--- src/rtl/byte_encode_ctrl.sv ---
// ByteEncode_d packing controller: accepts d-bit coefficients, packs them
// little-endian into a small bit accumulator and streams out bytes with backpressure.
module byte_encode_ctrl #(
  parameter int N_COEFFS = 256,
  parameter int D_MAX    = 12,
  parameter int COEFF_W  = 12
) (
  input  logic               clk_i,
  input  logic               rst_i,
  input  logic               start_i,
  input  logic [3:0]         d_i,
  input  logic [COEFF_W-1:0] coeff_i,
  input  logic               coeff_valid_i,
  output logic               coeff_ready_o,
  output logic [7:0]         byte_o,
  output logic               byte_valid_o,
  input  logic               byte_ready_i,
  output logic               byte_last_o,
  output logic               busy_o,
  output logic               done_o,
  output logic               err_o
);

  localparam int ACC_W     = D_MAX + 7;
  localparam int MAX_BYTES = N_COEFFS * D_MAX / 8;
  localparam int CC_W      = $clog2(N_COEFFS + 1);
  localparam int BC_W      = $clog2(MAX_BYTES + 1);
  localparam int BIT_W     = $clog2(ACC_W + 1);

  typedef enum logic {
    IDLE = 1'b0,
    PACK = 1'b1
  } state_t;

  state_t            state_q, state_d;
  logic              done_q, done_d;
  logic              err_q, err_d;
  logic [ACC_W-1:0]  acc_q;
  logic [BIT_W-1:0]  bit_cnt_q;
  logic [CC_W-1:0]   coeff_cnt_q;
  logic [BC_W-1:0]   byte_cnt_q;
  logic [3:0]        d_q;
  logic              start_ok;
  logic              accept;
  logic              pop;

  // Keep only the low d bits of a coefficient, widened to the accumulator.
  function automatic logic [ACC_W-1:0] mask_coeff(input logic [COEFF_W-1:0] c,
                                                  input logic [3:0] d);
    logic [ACC_W-1:0] mask;
    mask = (ACC_W'(1) << d) - ACC_W'(1);
    return ACC_W'(c) & mask;
  endfunction

  // Index of the final byte of an operation: N_COEFFS*d/8 - 1.
  function automatic logic [BC_W-1:0] final_byte_idx(input logic [3:0] d);
    logic [31:0] nbytes;
    nbytes = (32'(N_COEFFS) * 32'(d)) >> 3;
    return BC_W'(nbytes - 32'd1);
  endfunction

  function automatic logic d_legal(input logic [3:0] d);
    return (d != 4'd0) && (32'(d) <= 32'(D_MAX));
  endfunction

  always_ff @(posedge clk_i) begin
    if (rst_i) begin
      state_q <= IDLE;
      done_q  <= 1'b0;
      err_q   <= 1'b0;
    end else begin
      state_q <= state_d;
      done_q  <= done_d;
      err_q   <= err_d;
    end
  end

  always_comb begin
    state_d       = state_q;
    done_d        = 1'b0;
    err_d         = 1'b0;
    start_ok      = 1'b0;
    coeff_ready_o = 1'b0;
    byte_valid_o  = 1'b0;
    byte_last_o   = 1'b0;
    busy_o        = 1'b0;
    case (state_q)
      IDLE: begin
        if (start_i) begin
          if (d_legal(d_i)) begin
            start_ok = 1'b1;
            state_d  = PACK;
          end else begin
            err_d = 1'b1;
          end
        end
      end
      PACK: begin
        busy_o        = 1'b1;
        // Ready and valid split on bit_cnt, so accept and pop never coincide.
        coeff_ready_o = (coeff_cnt_q < CC_W'(N_COEFFS)) && (bit_cnt_q < BIT_W'(8));
        byte_valid_o  = (bit_cnt_q >= BIT_W'(8));
        byte_last_o   = byte_valid_o && (byte_cnt_q == final_byte_idx(d_q));
        if (byte_valid_o && byte_ready_i && byte_last_o) begin
          state_d = IDLE;
          done_d  = 1'b1;
        end
      end
      default: state_d = IDLE;
    endcase
  end

  assign accept = coeff_ready_o && coeff_valid_i;
  assign pop    = byte_valid_o && byte_ready_i;
  assign byte_o = acc_q[7:0];
  assign done_o = done_q;
  assign err_o  = err_q;

  always_ff @(posedge clk_i) begin
    if (rst_i) begin
      acc_q       <= '0;
      bit_cnt_q   <= '0;
      coeff_cnt_q <= '0;
      byte_cnt_q  <= '0;
      d_q         <= '0;
    end else if (start_ok) begin
      acc_q       <= '0;
      bit_cnt_q   <= '0;
      coeff_cnt_q <= '0;
      byte_cnt_q  <= '0;
      d_q         <= d_i;
    end else if (accept) begin
      acc_q       <= acc_q | (mask_coeff(coeff_i, d_q) << bit_cnt_q);
      bit_cnt_q   <= bit_cnt_q + BIT_W'(d_q);
      coeff_cnt_q <= coeff_cnt_q + CC_W'(1);
    end else if (pop) begin
      acc_q       <= acc_q >> 8;
      bit_cnt_q   <= bit_cnt_q - BIT_W'(8);
      byte_cnt_q  <= byte_cnt_q + BC_W'(1);
    end
  end

endmodule
--- config.mk ---
export PLATFORM = sky130hd
export DESIGN_NAME = byte_encode_ctrl
export DESIGN_NICKNAME = d
export VERILOG_FILES = /design/src/rtl/byte_encode_ctrl.sv
export SDC_FILE = /design/constraint.sdc
export NUM_CORES = 1
export LEC_CHECK = 0
export ABC_CLOCK_PERIOD_IN_PS = 7300
export BUFFER_PORTS_ARGS = -buffer_cell sky130_fd_sc_hd__buf_2
export CELL_PAD_IN_SITES_DETAIL_PLACEMENT = 0
export CELL_PAD_IN_SITES_GLOBAL_PLACEMENT = 2
export CORE_MARGIN = 3
export CORE_UTILIZATION = 38
export DETAILED_ROUTE_END_ITERATION = 12
export HOLD_SLACK_MARGIN = 0.02
export PLACE_DENSITY = 0.85
export SETUP_SLACK_MARGIN = 0.15
export SYNTH_ARGS = -nofsm -noshare
export SYNTH_HDL_FRONTEND = slang
export SYNTH_SLANG_ARGS = --single-unit
--- constraint.sdc ---
create_clock -name clk_i -period 7.3 [get_ports clk_i]
set_input_delay 0.365 -clock clk_i [delete_from_list [all_inputs] [get_ports clk_i]]
set_output_delay 0.365 -clock clk_i [all_outputs]
set_load 0.01 [all_outputs]
* Word-level counts from Yosys, hierarchy flattened *
Index checks and enable logic that the tools add are counted.

storage, ports and cells
  register bits = 49

operators by class
  order comparisons = 4
  eq/ne operators = 1
  bitwise gates (word level) = 5
  reductions and logical operators = 13
  shift operators = 2
  muxes and demuxes = 15
  add/subtract/negate cells = 6

operator list
  cell                                                                                 number
  19-bit two-way mux                                                                   2
  12-bit by 19-bit AND with 19-bit output                                              1
  19-bit OR                                                                            1
  1-bit by 4-bit << shifter with 19-bit output, first input constant                   1
  19-bit by 5-bit << shifter with 19-bit output                                        1
  19-bit by 2-bit subtractor with 19-bit output, second input constant                 1
  9-bit by 1-bit adder with 9-bit output, second input constant                        2
  1-bit two-way mux                                                                    10
  5-bit two-way mux                                                                    2
  9-bit equality test                                                                  1
  9-bit < comparator, second input constant                                            1
  9-bit by 1-bit subtractor with 9-bit output, second input constant                   1
  1-bit logical AND                                                                    7
  5-bit by 4-bit adder with 5-bit output                                               1
  5-bit by 4-bit greater-or-equal comparator with 1-bit output, second input constant  1
  5-bit by 4-bit < comparator with 1-bit output, second input constant                 1
  5-bit by 4-bit subtractor with 5-bit output, second input constant                   1
  4-bit <= comparator, second input constant                                           1
  4-bit nonzero test                                                                   1
  2-bit OR reduction                                                                   2
  1-bit inverter                                                                       3
  3-bit OR reduction                                                                   1
  1-bit case mux with 2 select lines                                                   1
  2-bit AND reduction                                                                  1
  2-bit nonzero test                                                                   1

* Depth between registers and ports, before layout *
  word-level depth = 6
  mapped depth = 12
  gate-level depth less buffers = 10

* Worst setup path after synthesis *
Ideal clock, no wire load.

  kind = flip-flop to flip-flop
  start = reg d_q[0]
  end = reg acc_q[5]
  cell stages (with the launch flop) = 13
  path slack = 4.234 ns
  period minus slack after synthesis = 3.066 ns
  arrival = 2.929 ns
  cell sequence = dfxtp_1 -> inv_1 -> ha_1 -> or3b_2 -> buf_6 -> ha_1 -> clkbuf_2 -> nor4b_2 -> o41ai_4 -> mux2i_1 -> a211o_1 -> a211oi_1 -> a211oi_1

on the way
  longest elaborated chain between the ends = 6

RTL lines
  item                                           RTL line  RTL
  from (decl)                                    42        logic [3:0] d_q;
  from (signal assigned)                         131       d_q <= d_i;
  1-bit by 4-bit << shifter with 19-bit output   51        mask = (ACC_W'(1) << d) - ACC_W'(1);
  19-bit by 2-bit subtractor with 19-bit output  51
  12-bit by 19-bit AND with 19-bit output        52        return ACC_W'(c) & mask;
  19-bit by 5-bit << shifter with 19-bit output  133       acc_q <= acc_q | (mask_coeff(coeff_i, d_q) << bit_cnt_q);
  19-bit OR                                      133
  19-bit two-way mux                             132       end else if (accept) begin
  to (signal assigned)                           133
  to (signal assigned)                           137       acc_q <= acc_q >> 8;
  to (decl)                                      38        logic [ACC_W-1:0] acc_q;

Every way passes these cells.
A chain may end at the register's enable or synchronous reset.

* Worst setup path in the final report *
  start = reg d_q[0]
  end = reg acc_q[16]

The elaborated chain is that of the path after synthesis.

==> impl_metrics.py <==
metrics = {
    "status": {
        "outcome": "complete, no violations",
    },
    "timing": {
        "rsz0062_at_grt": "false",
        "finalSetupTns_ns": 0,
        "fin_crit_ns": 3.656,
        "finalHoldViolCount": 0,
        "slew_headroom_pct": 41.39,
        "worst_pin_slew_ns": 0.8767,
        "maxSlewViolCount": 0,
        "finalSetupViolations": 0,
        "worst_hold_slack_ns": 0.2905,
        "max_freq_mhz": 273.5,
        "fin_skew_ns": 0.006564,
        "period_share_pct": 50.08,
    },
    "pwr": {
        "p_seq_share_pct": 43.8,
        "sw_frac_of_total_pct": 33.04,
        "power_frac_comb_pct": 25.6,
        "powerDensity_nw_per_um2": 163.8,
        "clkPwrFrac_pct": 30.5,
        "ir_worst_vdd_mv": 0.07217,
        "netSwitchingPower_mw": 0.2179,
        "p_leak_nw": 1.527,
        "p_int_mw": 0.4416,
    },
    "global_routing": {
        "grt_overflow": 0,
        "grt_pass1_vias": 3429,
        "grt_pass1_wl_um": 17480,
        "grt_max_degree": 37,
        "gr-usage-all-layers_pct": 19.12,
        "antenna_found_initial": 0,
    },
    "logic_synthesis": {
        "synthFlopType": "dfxtp_1",
        "seq_area_frac_synth_pct": 26.10,
        "syn_area_um2": 3759,
        "avgSynthCellArea_um2": 7.880,
        "synthTopCellsByCount": "nand2_1 (51), dfxtp_1 (49), nor2_1 (45)",
        "synth_edf_count": 0,
        "synth_top_area_share_pct": 26.10,
        "ys_async_sr_fraction_pct": 0,
        "synth_top_cell_by_area": "dfxtp_1",
        "synth_most_common_cell": "nand2_1",
        "netlist_instances": 477,
        "yosys_warnings": 0,
        "synth_nets": 513,
        "ys_seq_elements": 49,
        "ys_types": 78,
        "ys_top_cells_by_area": "dfxtp_1 (26%), nand2_1 (5.1%), ha_1 (4.7%), nor2_1 (4.5%), xor2_1 (3.3%)",
    },
    "clock_tree": {
        "tritoncts": "done",
        "numCtsBuffers": 5,
        "cts-root-buf": "clkbuf_8",
        "cts.clk_slew.worst_paths_ns": 0.10,
        "clockBufferDepth": 2,
        "cts-resized-gates": 0,
        "clock_latency_ns": 0.30,
        "clock_sinks": 49,
        "htreeDepth": 2,
        "hold_buffers": 0,
        "post_cts_buffers": 0,
    },
    "finish": {
        "drive_above_1_share_pct": 14.49,
        "fin_util_pct": 42.78,
        "fin_nets": 518,
        "diodes": 0,
        "fill_cells": 982,
        "areaGrowthSynthToFinish_pct": 7.157,
    },
    "worst_setup_path": {
        "slowest_stage": "or3b_2",
        "cp_max_fo": 15,
        "critPathLaunchType": "register",
        "endpoint_kind": "register",
        "cp_cell_sequence": "inv_1 -> ha_1 -> or3b_2 -> ha_1 -> and2_1 -> o41ai_4 -> nor2_1 -> o311ai_0 -> and4_1 -> a211oi_1",
        "cpPeakStageDelay_ns": 0.57,
        "crit_type": "reg2reg",
        "arrival_ns": 3.84,
        "cp_common_cell": "ha_1",
        "required_ns": 7.49,
    },
    "placed_design": {
        "gp_congestion": 0.8639,
        "portBuffers": 34,
        "hpwl_um": 7930,
    },
    "die": {
        "core_area_um2": 9415,
        "die_area_um2": 11120,
        "io-pin-count": 35,
        "die_x_um": 105.5,
        "std_cell_rows": 35,
        "die_h_um": 105.5,
        "start_util_pct": 39.92,
    },
    "route": {
        "wl_um": 10760,
        "viasPerCell": 5.998,
        "wire_per_inst_um": 17.58,
        "first_iter_violations": 274,
        "antenna_left": 0,
        "num_vias": 3671,
        "drt_pass1_iterations": 7,
        "remaining_drc_errors": 0,
    },
    "flow_run": {
        "cap_viol_max_count": 0,
    },
    "worst_hold_path": {
        "hold_path.class": "in2reg",
    },
}
## layout make-up
class / instances / area [um^2] / area share [%]
Multi-Input combinational cell: 374 / 2512 / 62.38
Sequential cell: 49 / 980.9 / 24.36
Timing Repair Buffer: 40 / 215.2 / 5.343
Tap cell: 129 / 161.4 / 4.007
Clock buffer: 5 / 68.82 / 1.709
Inverter: 12 / 45.04 / 1.118
Clock inverter: 3 / 43.79 / 1.087
## layer usage
layer	up-vias	routed length (um)	GRT usage (%)
met5	-	0	0
met2	101	5108	30.97
met1	1768	4986	26.44
met4	0	210	5.248
li1	1783	-	-
met3	19	455	2.817
## through the flow
step | worst slack, ns | power, mW | area, um^2 | instances
2_1_floorplan | 4.234 | 0.4199 | 3759 | 477
3_3_place_gp | 3.777 | 0.4628 | 3915 | 604
3_5_place_dp | 3.638 | 0.4626 | 3915 | 604
4_1_cts | 3.602 | 0.6649 | 4028 | 612
5_1_grt | 3.395 | 0.6938 | 4028 | 612
6_report | 3.644 | 0.6595 | 4028 | 612
## flip-flops by register name (all words and copies together) (netlist names)
| signal | flops |
|---|---|
| acc_q | 19 |
| bit_cnt_q | 5 |
| d_q | 4 |
| done_o | 1 |
| coeff_cnt_q | 9 |
| err_o | 1 |
| state_q | 1 |
| byte_cnt_q | 9 |
## cells by family after synthesis
logic type | Yosys count | share of synthesized area [%]
simple gates | 194 | 27.26
xor+xnor | 23 | 5.360
mux | 4 | 1.132
buf+inv | 54 | 7.290
flops | 49 | 26.10
fa+ha+maj | 15 | 5.193
compound gates | 138 | 27.66
## worst paths after layout
kind,depth (start not counted),endpoint,slack [ns],start
min,2,d_q[2],0.29,d_i[2]
min reg2reg,2,acc_q[2],0.47,acc_q[2]
max,10,acc_q[16],3.64,d_q[0]
max reg2reg,10,acc_q[16],3.64,d_q[0]
## worst max-delay path, delay by kind of cell (launching register included)
family | cells | cell delay [ns]
DFF | 1 | 0.39
buffers and inverters | 1 | 0.14
adders and majority gates | 2 | 0.88
and+or+nand+nor | 4 | 1.15
AOI/OAI and AO/OA | 3 | 0.96
## power groups by stage
| stage | logic, mW | registers, mW | clock network (mW) |
|---|---|---|---|
| 3_3_place_gp | 0.168 | 0.295 | 0 |
| 4_1_cts | 0.168 | 0.289 | 0.207 |
| 6_report | 0.169 | 0.289 | 0.201 |
| 2_1_floorplan | 0.134 | 0.286 | 0 |
| 5_1_grt | 0.186 | 0.291 | 0.217 |
| 3_5_place_dp | 0.167 | 0.295 | 0 |
## layout by cell type (no fill, tap or decap), types with 7 or more instances in the layout
cell      Yosys  layout
ha_1         14      14
o211ai_1      8       8
xnor2_1       9       9
xor2_1       14      14
a31oi_1      13      13
nor3_1       11      11
dfxtp_1      49      49
nand2_1      51      51
o21ai_0      15      15
nor2b_1       7       7
nand4_1      12      12
a21oi_1      24      24
nand3_1      16      16
a211oi_1      8       8
inv_1        12      12
nor2_1       45      45
buf_2         5      34
No activity file was read; power rests on OpenSTA's default activity.
